--- src/rtl/instrumented_adder_seq.sv ---
// instrumented_adder_seq: measurement sequencer for the instrumented adder (load operands/masks, settle, gate loop, count chain_out rising edges, flush, return count via valid/ack); ports: wb_clk_i/wb_rst_i clock and async reset, start plus *_cfg config inputs, chain_out loop return, adder drive outputs a_input/b_input/masks/loop_en, status busy, result handshake result_valid/result_ack/result/overflow/timeout; optional INSTR_SEQ_TIMEOUT_EN adds a no-edge abort
module instrumented_adder_seq #(
  parameter int CNT_W          = 24,
  parameter int GATE_W         = 16,
  parameter int SETTLE_CYCLES  = 4,
  parameter int FLUSH_CYCLES   = 3,
  parameter int TIMEOUT_CYCLES = 256
) (
  input  logic              wb_clk_i,
  input  logic              wb_rst_i,
  input  logic              start,
  input  logic [31:0]       a_cfg,
  input  logic [31:0]       b_cfg,
  input  logic [31:0]       ext_mask_cfg,
  input  logic [31:0]       ring_mask_cfg,
  input  logic [31:0]       s_sel_cfg,
  input  logic [GATE_W-1:0] gate_cfg,
  input  logic              chain_out,
  input  logic              result_ack,
  output logic [31:0]       a_input,
  output logic [31:0]       b_input,
  output logic [31:0]       a_input_ext_bit_b,
  output logic [31:0]       a_input_ring_bit_b,
  output logic [31:0]       s_output_bit_b,
  output logic              loop_en,
  output logic              busy,
  output logic              result_valid,
  output logic [CNT_W-1:0]  result,
  output logic              overflow,
  output logic              timeout
);
`ifdef INSTR_SEQ_TIMEOUT_EN
  localparam bit TO_EN = 1'b1;
`else
  localparam bit TO_EN = 1'b0;
`endif
  typedef enum logic [2:0] {IDLE, LOAD, SETTLE, RUN, FLUSH, DONE} state_t;
  state_t             state_q, state_d;
  logic [31:0]        a_q, b_q, ext_q, ring_q, ssel_q;
  logic [GATE_W-1:0]  gate_q, tmr_q, tmr_d;
  logic [CNT_W-1:0]   cnt_q, cnt_d, res_q, res_d;
  logic               ovf_q, ovf_d, valid_q, valid_d, to_q, to_d, loop_q;
  logic [2:0]         sync_q;
  logic               ld, rise, to_hit;
  assign ld   = (state_q == IDLE) && start;
  assign rise = sync_q[1] & ~sync_q[2];
  // abort on the last cycle of the no-edge window, only when the gate is longer than that window
  assign to_hit = TO_EN && (state_q == RUN) && (gate_q > GATE_W'(TIMEOUT_CYCLES)) && (cnt_q == '0) && !ovf_q && !rise
                  && (tmr_q == gate_q - GATE_W'(TIMEOUT_CYCLES));
  always_comb begin
    state_d = state_q;
    tmr_d   = tmr_q;
    cnt_d   = cnt_q;
    ovf_d   = ovf_q;
    res_d   = res_q;
    valid_d = valid_q;
    to_d    = to_q;
    // edges still draining through the synchronizer during FLUSH are counted
    if ((state_q == RUN || state_q == FLUSH) && rise) begin
      if (&cnt_q) ovf_d = 1'b1;
      else cnt_d = cnt_q + 1'b1;
    end
    case (state_q)
      IDLE: if (start) begin
        state_d = LOAD;
        cnt_d   = '0;
        ovf_d   = 1'b0;
        to_d    = 1'b0;
      end
      LOAD: begin
        state_d = SETTLE;
        tmr_d   = GATE_W'(SETTLE_CYCLES - 1);
      end
      SETTLE: if (tmr_q == '0) begin
        state_d = RUN;
        tmr_d   = gate_q - 1'b1;
      end else tmr_d = tmr_q - 1'b1;
      RUN: if (tmr_q == '0 || to_hit) begin
        state_d = FLUSH;
        tmr_d   = GATE_W'(FLUSH_CYCLES - 1);
        to_d    = to_hit;
      end else tmr_d = tmr_q - 1'b1;
      FLUSH: if (tmr_q == '0) begin
        state_d = DONE;
        res_d   = to_q ? '0 : cnt_d;
        valid_d = 1'b1;
      end else tmr_d = tmr_q - 1'b1;
      // valid drops on ack while staying in DONE one more cycle, so busy falls a cycle later
      DONE: if (!valid_q) state_d = IDLE;
            else if (result_ack) valid_d = 1'b0;
      default: state_d = IDLE;
    endcase
  end
  always_ff @(posedge wb_clk_i or posedge wb_rst_i) begin
    if (wb_rst_i) begin
      state_q <= IDLE;
      a_q     <= '0;
      b_q     <= '0;
      ext_q   <= '0;
      ring_q  <= '0;
      ssel_q  <= 32'h0000_01FF;
      gate_q  <= GATE_W'(1);
      tmr_q   <= '0;
      cnt_q   <= '0;
      res_q   <= '0;
      ovf_q   <= 1'b0;
      valid_q <= 1'b0;
      to_q    <= 1'b0;
      loop_q  <= 1'b0;
      sync_q  <= '0;
    end else begin
      state_q <= state_d;
      tmr_q   <= tmr_d;
      cnt_q   <= cnt_d;
      res_q   <= res_d;
      ovf_q   <= ovf_d;
      valid_q <= valid_d;
      to_q    <= to_d;
      loop_q  <= (state_d == RUN);
      sync_q  <= {sync_q[1:0], chain_out};
      if (ld) begin
        a_q    <= a_cfg;
        b_q    <= b_cfg;
        ext_q  <= ext_mask_cfg;
        ring_q <= ring_mask_cfg;
        ssel_q <= s_sel_cfg;
        gate_q <= (gate_cfg == '0) ? GATE_W'(1) : gate_cfg;
      end
    end
  end
  assign a_input            = a_q;
  assign b_input            = b_q;
  assign a_input_ext_bit_b  = ext_q;
  assign a_input_ring_bit_b = ring_q;
  assign s_output_bit_b     = ssel_q;
  assign loop_en            = loop_q;
  assign busy               = (state_q != IDLE);
  assign result_valid       = valid_q;
  assign result             = res_q;
  assign overflow           = ovf_q;
  assign timeout            = TO_EN ? to_q : 1'b0;
endmodule
--- config.mk ---
export PLATFORM = sky130hd
export DESIGN_NAME = instrumented_adder_seq
export DESIGN_NICKNAME = d
export VERILOG_FILES = /design/src/rtl/instrumented_adder_seq.sv
export SDC_FILE = /design/constraint.sdc
export NUM_CORES = 1
export LEC_CHECK = 0
export CAP_MARGIN = 20
export CORE_MARGIN = 2
export CORE_UTILIZATION = 41
export CTS_CLUSTER_DIAMETER = 30
export DETAILED_ROUTE_END_ITERATION = 10
export MAX_ROUTING_LAYER = met4
export PLACE_DENSITY = 0.73
export SETUP_SLACK_MARGIN = 0.4
export SLEW_MARGIN = 15
export SYNTH_ARGS = -nofsm -noshare
export SYNTH_HDL_FRONTEND = slang
export SYNTH_SLANG_ARGS = --single-unit
--- constraint.sdc ---
create_clock -name wb_clk_i -period 9.6 [get_ports wb_clk_i]
set_input_delay 1.44 -clock wb_clk_i [delete_from_list [all_inputs] [get_ports wb_clk_i]]
set_output_delay 1.44 -clock wb_clk_i [all_outputs]
set_load 0.02 [all_outputs]
Yosys cells after proc, flatten, opt, wreduce, memory -nomap -nowiden
Index checks and enable logic that the tools add are counted.
W data, S select, Z words.
{"block": "word_totals", "word_cells": 72, "ff_bits": 250, "inputBits": 181, "output_inout_bits": 189}
{"block": "op_classes", "n_bitwise": 2, "add_sub_neg": 3, "muxes": 27, "eq_ne": 10, "n_reduce_logical": 15}
{"operator": "$mux W24", "n": 5}
{"operator": "$mux W16", "n": 4}
{"operator": "$pmux W16 S4", "n": 1}
{"operator": "$logic_not A16 Y1", "n": 2}
{"operator": "$sub A16 B1 Y16 const B", "n": 2}
{"operator": "$add A24 B1 Y24 const B", "n": 1}
{"operator": "$reduce_and A24 Y1", "n": 1}
{"operator": "$pmux W3 S6", "n": 1}
{"operator": "$mux W3", "n": 5}
{"operator": "$eq A3 B2 Y1 const B", "n": 3}
{"operator": "$mux W1", "n": 9}
{"operator": "$eq A3 B3 Y1 const B", "n": 2}
{"operator": "$reduce_and A2 Y1", "n": 3}
{"operator": "$ne A2 B1 Y1 const B", "n": 2}
{"operator": "$ne A2 B2 Y1 const B", "n": 2}
{"operator": "$pmux W1 S2", "n": 2}
{"operator": "$reduce_bool A2 Y1", "n": 2}
{"operator": "$reduce_bool A4 Y1", "n": 1}
{"operator": "$eq A3 B1 Y1 const B", "n": 1}
{"operator": "$logic_not A3 Y1", "n": 1}
{"operator": "$reduce_and A3 Y1", "n": 1}
{"operator": "$reduce_bool A3 Y1", "n": 1}
{"operator": "$logic_and A1 B1 Y1", "n": 2}
{"operator": "$and A1 B1 Y1", "n": 1}
{"operator": "2 further kinds", "n": 2}

Longest topological paths before layout
Gate-level depths: netlist of the first run.
{"block": "depth", "depth_word": 6, "ltp_mapped": 10, "mapped_depth_nobuf": 7}

Worst setup path after synthesis of the first run
Ideal clock, no wire load.
{"block": "synth_timing", "kind": "register to output", "startpoint": "reg state_q[1]", "endpoint": "out busy", "path_stages_with_launch": 5, "n_path_buf": 3, "path_slack_ns": 6.880, "t_required_ns": 8.160, "arrival_ns": 1.280, "path_cell_list": "dfrtp_1 -> buf_2 -> buf_2 -> clkbuf_1 -> or3_1"}
{"block": "synth_via", "elab_chain_len": 1}
{"item": "from (decl)", "line_no": "38", "rtl": "state_t state_q, state_d;"}
{"item": "from (signal assigned)", "line_no": "112", "rtl": "state_q <= state_d;"}
{"item": "$reduce_bool A3 Y1", "line_no": "137", "rtl": "assign busy = (state_q != IDLE);"}
{"item": "to (decl)", "line_no": "26", "rtl": "output logic busy,"}
No other way between the ends.

Worst setup path after layout of the first run
Ends and elaborated chain as after synthesis.

==> results of run 1 <==
[Yosys cell counts, types with 5 or more instances]
master	instances
mux2_2	174
a21oi_1	12
or3_1	8
nor3_1	16
and4_1	9
o21ai_2	6
o211ai_1	11
xor2_1	20
buf_2	26
clkbuf_1	10
a22oi_1	7
inv_1	9
o21ai_0	26
or4_1	5
dfstp_2	10
nand4_1	10
nor2_1	43
nand2_1	60
xnor2_1	15
and3_1	6
nor4_1	12
o21ai_1	9
a31oi_1	5
nand3_1	6
nand2b_1	5
dfrtp_1	239
[layer usage]
metal	GRT usage, %	wire, um	up-vias
li1	-	-	3853
met1	26.9	12100	4136
met2	37.5	15600	301
met3	6.49	2290	67
met4	7.80	846	0
met5	-	0	-
[power by group through the flow]
stage,sequential (mW),combinational [mW],clock [mW]
2_1_floorplan,1.29,0.254,0
4_1_cts,1.25,0.506,2.00
6_report,1.26,0.504,1.97
3_3_place_gp,1.26,0.490,0
5_1_grt,1.27,0.551,2.06
3_5_place_dp,1.27,0.501,0
[final timing paths]
path / start / endpoint / depth (start not counted)
setup / recovery: state_q[1] / busy / 2
max in group asynchronous: wb_rst_i / a_input_ring_bit_b[31] / 3
hold reg to reg: sync_q[0] / sync_q[1] / 0
setup reg to reg: tmr_q[0] / result[13] / 8
hold / removal: sync_q[0] / sync_q[1] / 0
min in group asynchronous: wb_rst_i / s_output_bit_b[12] / 2
[kinds of logic (layout without fill, tap and decap cells)]
group           after synthesis  after routing
simple gates                210            210
mux                         177            177
xor+xnor                     35             35
other cells                   1              2
compound gates              115            115
flops                       249            249
buf+inv                      54            484
fa+ha+maj                     4              4
[worst max-delay path: stages (launching register included)]
cell and delay [ps]:
dfrtp_1 660, or3_1 460, clkdlybuf4s50_1 540
[state kept, by name, summed over array words and instances (netlist names), 3 cells and up]
signal	cells
a_input	32
a_input_ext_bit_b	32
a_input_ring_bit_b	32
b_input	32
s_output_bit_b	32
cnt_q	24
result	24
gate_q	16
tmr_q	16
state_q	3
sync_q	3
[cells in the final DEF, fill, tap and decap left out, drive strengths merged, types with 4 or more instances in the layout]
cell type      count
clkdlybuf4s50    368
xor2              20
or3                8
or4                5
nand2             60
mux2             174
nor4              17
dfrtp            239
xnor2             15
o22ai              4
a31oi              5
nor2b              4
bufinv             9
o2111ai            4
nor3              17
buf                5
a21oi             13
nor2              44
o21ai             41
a211oi             4
dfstp             10
nand3              6
clkinv            11
and3               6
clkbuf            72
and4               9
a22oi              7
inv               11
nand4             12
ha                 4
o211ai            11
clkinvlp           8
nand2b             5
[area by class of cell]
cell class | instances | area, um2 | share of cell area (%)
antenna | 1 | 2.50 | 0.0149
clock buffer | 72 | 1550 | 9.27
inverter | 9 | 41.3 | 0.247
tap | 335 | 419 | 2.50
timing repair buffer | 373 | 3740 | 22.3
sequential | 249 | 6240 | 37.3
clock inverter | 30 | 425 | 2.54
multi-input combinational | 542 | 4320 | 25.8
==> metrics, run 1 <==
Power, Total 3.73 mW; reg2reg setup slack 6520 ps; Worst setup SP type register; Post-CTS Setup Inserts 0; Ports 370; Worst Path Arrival 2190 ps; grt ovf 0; syn avg cell area 12.8 um2; vias in the first global route 8,829; Layout Utilization 64.5%; port buffer count 368; CTS Buf Count 55; Synth Area in Simple Gates 10.8%; CTS HTree Levels 2; row count 59; post-layout min period 3630 ps; Flop pwr share 33.7%; ys flop type dfrtp_1; final cycle utilization of the critical path 37.9%; post-synth top area cell dfrtp_1; GPL Wtd Cong 0.882; Net Sw Power 0.953 mW; Post-Syn Instances 845; largest family of logic cells by synthesized area multiplexers; critical path class reg -> out; multiplexer share of the synthesized area 18.3%; min-delay worst type reg -> reg; DRC violations left 0; Area Growth Syn to Fin 54.5%; worst setup margin 5970 ps; initial core utilization 41.7%; top-area cell type share of the netlist area 55.2%; Slew Limit Fails 0; power per cell area 223 nW/um2; synthesized area 10,800 um2; Hold WS 346 ps; antenna-violating nets left 0; vias per cell 5.19; flops & latches, synth 249; Synth Area in XOR/XNOR 2.83%; Placeable Area 26,000 um2; distinct cell type count after synthesis 75; share of cells above drive strength 1 24.3%; sequential share of the synthesized area 57.6%; Post-Synth Adder-Cell Area 0.462%; First DRT Iteration DRCs 514; Setup WS pre-CTS 5940 ps; Rel. slew slack 3.02%; CTS max path bufs 3; hold buffers post-CTS 0; DRT Wirelength 30.8 mm; Comb power frac 13.5%; post-place instance area 14,800 um2; initial antenna violation count 1; hpwl dp 21.3 mm; number of synthesized flops with an enable pin 0; Internal Pwr Total 2.78 mW; root buffer cell clkbuf_16; final setup fails 0; final hold vios 0; nets@finish 1,415; Setup Skew 10.8 ps; status complete, no violations; Post-synth ARST share 100%; drt wl/cell 19.1 um; Max Cap Viol 0; clock share of power 52.8%; fmax 0.275 GHz; CTS tree built; WP data required 8160 ps; first-pass GRT wire length 49.0 mm; PostCTS Resize Cnt 0; switching part of the total 25.5%; TritonRoute pass-1 iters 5; RSZ-0062 raised after global routing no; largest net degree at the start of global routing 204; Post-Layout Cell Count 1,611; gr usage total 22.8%; clk sink count 249; Final Cell Area 16,700 um2; Clk Latency, worst-skew pair 540 ps; setup TNS 0 ps; top area cells in the synthesized netlist dfrtp_1 55%, mux2_2 18%, dfstp_2 2.4%, nand2_1 2.1%, xor2_1 1.6%; Max VDD drop 0.220 mV; crit path capture type primary output; Die X 167 um; dpl cells 1,507; Ys Warns 0; Reg clk slew, reported paths 50 ps; crit-path max FO 25; Worst Tran Pin Value 1450 ps; DIE AREA 27,800 um2; # fillers 1,953; syn nets 1,030; Die Span Y 167 um; leak pwr 7.07 nW; complex-gate fraction of the synthesized area 7.32%; vias after detailed routing 8,357
Note: power is estimated with default switching activity, not from simulation.
==> run 2, diff against run 1 <==
- clock period: 9.6 -> 3.7 ns (I/O delays scaled with it)
==> run 2 against run 1 <==
Compared with the run above: critical path depth is the same; wire length grew 1.5%; combinational power grew to 2.6 times the previous value; via count grew 0.53%; sequential cell count is the same; worst hold slack gained 1.9 ps; global-route usage grew 0.35 points; first-iteration DRC count shrank 17%; total power grew to 2.6 times the previous value; critical path type unchanged; critical endpoint unchanged; largest cell class unchanged; largest power group unchanged.
==> metrics, run 2 (synthesized netlist as in run 1, its figures left out) <==
Comb power frac 13.7% (was 13.5%); gr usage total 23.1% (was 22.8%); drt wl/cell 19.3 um (was 19.1 um); root buffer cell clkbuf_16 (unchanged); Final Cell Area 16,800 um2 (was 16,700 um2); hold buffers post-CTS 0 (unchanged); Max Cap Viol 0 (unchanged); grt ovf 0 (unchanged); final setup fails 0 (unchanged); fmax 0.355 GHz; RSZ-0062 raised after global routing no (unchanged); First DRT Iteration DRCs 425 (was 514); FF-to-FF End tmr_q[4] (was result[13]); reg2reg setup slack 990 ps (was 6520 ps); hold path startpoint sync_q[0] (unchanged); post-place instance area 14,800 um2 (about the same); first-pass GRT wire length 49.9 mm (was 49.0 mm); initial antenna violation count 1 (unchanged); DIE AREA 27,800 um2 (unchanged); Layout Utilization 64.8% (was 64.5%); final hold vios 0 (unchanged); Slew Limit Fails 0 (unchanged); DRT Wirelength 31.3 mm (was 30.8 mm); nets@finish 1,422 (was 1,415); CTS max path bufs 3 (unchanged); clk sink count 249 (unchanged); Setup Skew 15.6 ps (was 10.8 ps); Post-Layout Cell Count 1,623 (was 1,611); crit-path max FO 25 (unchanged); share of cells above drive strength 1 24.6% (was 24.3%); Internal Pwr Total 7.19 mW (was 2.78 mW); vias in the first global route 9,187 (was 8,829); largest net degree at the start of global routing 105 (was 204); Worst setup SP type register (unchanged); DRC violations left 0 (unchanged); power per cell area 577 nW/um2 (was 223 nW/um2); Max VDD drop 0.663 mV (was 0.220 mV); commonest non-fill, non-tap cell in the layout clkdlybuf4s50_1 (unchanged); commonest non-fill, non-tap cells in the layout 368 x clkdlybuf4s50_1, 239 x dfrtp_1, 174 x mux2_2 (unchanged); TritonRoute pass-1 iters 5 (unchanged); Net Sw Power 2.51 mW (was 0.953 mW); status complete, no violations (unchanged); Placeable Area 26,000 um2 (unchanged); Rel. slew slack 42.1% (was 3.02%); Worst Path Arrival 2260 ps (was 2190 ps); critical path class reg -> out (unchanged); Worst Tran Pin Value 869 ps (was 1450 ps); WHS Path Cells 0 (unchanged); setup TNS 0 ps (unchanged); Area Growth Syn to Fin 55.2% (was 54.5%); port buffer count 368 (unchanged); GPL Wtd Cong 0.870 (was 0.882); final cycle utilization of the critical path 76.1%; Setup WS pre-CTS 1070 ps (was 5940 ps); RR Startpoint tmr_q[0] (unchanged); antenna-violating nets left 0 (unchanged); CTS Buf Count 59 (was 55); Die Span Y 167 um (unchanged); initial core utilization 41.7% (unchanged); Die X 167 um (unchanged); sequential cell area 6240 um2 (unchanged); vias per cell 5.18 (was 5.19); Ports 370 (unchanged); WP data required 3140 ps (was 8160 ps); worst setup margin 885 ps (was 5970 ps); Flop pwr share 33.7% (about the same); CTS tree built (unchanged); switching part of the total 25.9% (was 25.5%); leak pwr 7.12 nW (was 7.07 nW); crit path capture type primary output (unchanged); Clk Latency, worst-skew pair 540 ps (about the same); Reg clk slew, reported paths 50 ps (about the same); footprint of the multi-input gates 4320 um2 (unchanged); R2R depth 7 (was 8); vias after detailed routing 8,401 (was 8,357); CTS HTree Levels 2 (unchanged); clock share of power 52.6% (was 52.8%); PostCTS Resize Cnt 0 (unchanged); min-delay worst type reg -> reg (unchanged); dpl cells 1,511 (was 1,507); row count 59 (unchanged); Hold EP sync_q[1] (unchanged); post-layout min period 2810 ps; Post-CTS Setup Inserts 0 (unchanged); # fillers 1,994 (was 1,953); hpwl dp 21.6 mm (was 21.3 mm)
-- run 2: worst max path at each step --
stage	start	to	slack [ps]
after floorplan	wb_rst_i	a_input[0]	-120
final	state_q[1]	busy	890
after CTS	state_q[1]	busy	870
after global routing	tmr_q[0]	tmr_q[3]	800
after global placement	start	s_output_bit_b[24]	1210
after detailed placement	tmr_q[0]	tmr_q[4]	1070
-- run 2: layout make-up --
type | instances | share of cell area [%]
tap | 335 | 2.49
antenna | 1 | 0.0149
inverter | 9 | 0.223
timing repair buffer | 376 | 22.6
multi-input combinational | 542 | 25.7
clock buffer | 82 | 9.95
sequential | 249 | 37.1
clock inverter | 29 | 1.93
-- run 2: worst max-delay path, cell delays in order, from the launching register on --
cell	delay, ps
dfrtp_1	690
or3_1	480
clkdlybuf4s50_1	540
-- run 2: layer usage --
| metal | part of all wire [%] | wire length (um) | up-vias | GRT usage [%] |
|---|---|---|---|---|
| met2 | 51 | 16000 | 306 | 37.7 |
| met1 | 39 | 12200 | 4170 | 27.0 |
| met5 | 0 | 0 | - | - |
| met3 | 7.5 | 2350 | 58 | 7.53 |
| li1 | - | - | 3867 | - |
| met4 | 2.5 | 793 | 0 | 7.95 |
-- run 2: through the flow --
step,hold slack (ps),total power [mW]
2_1_floorplan,331,4.00
3_3_place_gp,336,4.57
3_5_place_dp,341,4.61
4_1_cts,350,9.79
5_1_grt,349,10.1
6_report,348,9.71
-- run 2: power by group through the flow --
stage                     registers (mW)  logic [mW]  clock network [mW]
after floorplan                     3.33       0.660                   0
after global placement              3.28        1.29                   0
after detailed placement            3.30        1.32                   0
after CTS                           3.26        1.33                5.19
after global routing                3.31        1.44                5.37
final                               3.27        1.33                5.11
==> run 3, diff against run 2 <==
- PLACE_DENSITY: 0.73 -> 0.76
- clock period: 3.7 -> 2.4 ns (I/O delays scaled with it)
==> run 3 against run 2 <==
Compared with the run above: die area unchanged; sequential power increased by 56%; non-clock buffer count increased by 55; total power increased by 57%.
==> metrics, run 3 (synthesized netlist as in run 1, its figures left out) <==
leak pwr 7.49 nW (was 7.12 nW); delay-heaviest family, CP flip-flops (unchanged); CTS Buf Count 55 (was 59); Flop pwr share 33.5% (was 33.7%); worst stage delay on the critical path 420 ps (was 690 ps); Slew Limit Fails 0 (unchanged); initial antenna violation count 0 (was 1); CTS tree built (unchanged); routed length on met3 2.30 mm (was 2.35 mm); TritonRoute pass-1 iters 7 (was 5); share of cells above drive strength 1 31.1% (was 24.6%); initial core utilization 41.7% (unchanged); Rel. slew slack 55.8% (was 42.1%); final hold vios 0 (unchanged); Max Cap Viol 0 (unchanged); clk sink count 249 (unchanged); Worst Tran Pin Value 663 ps (was 869 ps); RSZ-0062 raised after global routing yes (was no); dpl cells 1,541 (was 1,511); First DRT Iteration DRCs 685 (was 425); Area Growth Syn to Fin 62.4% (was 55.2%); antenna-violating nets left 0 (unchanged); Power, Total 15.2 mW (was 9.71 mW); FF-to-FF End tmr_q[6] (was tmr_q[4]); Ports 370 (unchanged); Max VDD drop 0.785 mV (was 0.663 mV); Setup WS pre-CTS 241 ps (was 1070 ps); commonest non-fill, non-tap cells in the layout 356 x clkdlybuf4s50_1, 235 x dfrtp_1, 174 x mux2_2 (was 368 x clkdlybuf4s50_1, 239 x dfrtp_1, 174 x mux2_2); nets@finish 1,475 (was 1,422); Die X 167 um (unchanged); Internal Pwr Total 11.1 mW (was 7.19 mW); root buffer cell clkbuf_16 (unchanged); largest net degree at the start of global routing 120 (was 105); # fillers 1,827 (was 1,994); n_diodes 0 (was 1); Setup Skew 8.40 ps (was 15.6 ps); DIE AREA 27,800 um2 (unchanged); hpwl dp 23.0 mm (was 21.6 mm); Clk Latency, worst-skew pair 550 ps (was 540 ps); metal2 WL 16.9 mm (was 16.0 mm); CTS max path bufs 3 (unchanged); CTS HTree Levels 2 (unchanged); vias per cell 5.33 (was 5.18); row count 59 (unchanged); Hold EP sync_q[0] (was sync_q[1]); first-pass GRT wire length 51.0 mm (was 49.9 mm); Comb power frac 16.5% (was 13.7%); port buffer count 368 (unchanged); switching part of the total 26.7% (was 25.9%); WHS Path Cells 1 (was 0); DRT Wirelength 33.7 mm (was 31.3 mm); GPL Wtd Cong 0.905 (was 0.870); RR Startpoint tmr_q[2] (was tmr_q[0]); Critical Path, Cell by Cell buf_4, or3_1, buf_2 (was or3_1, clkdlybuf4s50_1); Worst setup SP type register (unchanged); slowest CP cell dfrtp_2 (was dfrtp_1); Post-Layout Cell Count 1,671 (was 1,623); drt wl/cell 20.2 um (was 19.3 um); crit path capture type primary output (unchanged); final cycle utilization of the critical path 85.8%; Worst Path Arrival 1700 ps (was 2260 ps); commonest non-fill, non-tap cell in the layout clkdlybuf4s50_1 (unchanged); hold buffers post-CTS 0 (unchanged); Die Span Y 167 um (unchanged); Net Sw Power 4.07 mW (was 2.51 mW); Placeable Area 26,000 um2 (unchanged); wl on met1 13.4 mm (was 12.2 mm); gr usage total 23.6% (was 23.1%); critical path class reg -> out (unchanged); crit-path max FO 12 (was 25); grt ovf 0 (unchanged); min-delay worst type in -> reg (was reg -> reg); DRC violations left 0 (unchanged); vias in the first global route 9,278 (was 9,187); WP data required 2040 ps (was 3140 ps); reg2reg setup slack 360 ps (was 990 ps); Reg clk slew, reported paths 50 ps (about the same); final setup fails 0 (unchanged); Worst Path Buf+Inv 2 (was 1); power per cell area 864 nW/um2 (was 577 nW/um2); DR top layer met4 (unchanged); post-layout min period 2060 ps; hold path startpoint chain_out (was sync_q[0]); fmax 0.485 GHz; R2R depth 6 (was 7); worst setup margin 340 ps (was 885 ps); clock share of power 50.0% (was 52.6%); vias after detailed routing 8,902 (was 8,401); status complete, no violations (unchanged)
run 3: how the worst max path moves through the flow:
stage / slack, ps / end / cells past startpoint / from
after floorplan: -1230 / a_input[0] / 1 / wb_rst_i
after global placement: 250 / a_input_ext_bit_b[4] / 6 / start
after detailed placement: 240 / a_input_ext_bit_b[2] / 6 / start
after CTS: 250 / busy / 3 / state_q[0]
after global routing: 260 / result[21] / 6 / state_q[2]
final: 340 / busy / 3 / state_q[0]
run 3: power by group through the flow:
stage / clock (mW) / sequential, mW / combinational (mW)
after floorplan: 0 / 5.14 / 1.02
after global placement: 0 / 5.04 / 2.10
after detailed placement: 0 / 5.06 / 2.13
after CTS: 7.68 / 5.02 / 2.25
after global routing: 7.92 / 5.14 / 2.68
final: 7.60 / 5.10 / 2.51
run 3: cell type report:
cell class / count / area [um2] / area share [%]
inverter: 9 / 37.5 / 0.213
clock buffer: 83 / 1660 / 9.45
timing repair buffer: 431 / 4330 / 24.6
sequential: 249 / 6250 / 35.5
tap: 335 / 419 / 2.38
multi-input combinational: 544 / 4660 / 26.5
clock inverter: 20 / 251 / 1.43
run 3: per-stage QoR:
stage | hold WS (ps) | utilization [%] | setup TNS, ps | area (um2)
floorplan | 331 | - | -296580 | 10900
detailed placement | 342 | 58.2 | 0 | 15100
global placement | 332 | 58.2 | 0 | 15100
finish | 261 | 67.7 | 0 | 17600
global route | 282 | 67.7 | 0 | 17600
CTS | 249 | 66.1 | 0 | 17200
run 3: what timing repair did:
item	in CTS	in global routing
setup buffers	7	17
cloned	0	3
resized for setup	29	67
pin swaps	3	23
endpoints found under the setup margin	90	69
run 3: layer usage:
layer	up-vias	GRT usage [%]
li1	3988	-
met5	-	-
met3	80	5.44
met4	0	7.95
met1	4434	28.6
met2	400	39.2
run 3: worst register-to-register path, cell delays in order, from the launching register on:
cell and delay, ps:
dfrtp_1 560, nor4b_4 430, nand4_4 240, a21oi_1 240, buf_4 220, a21o_1 160
a31oi_1 60
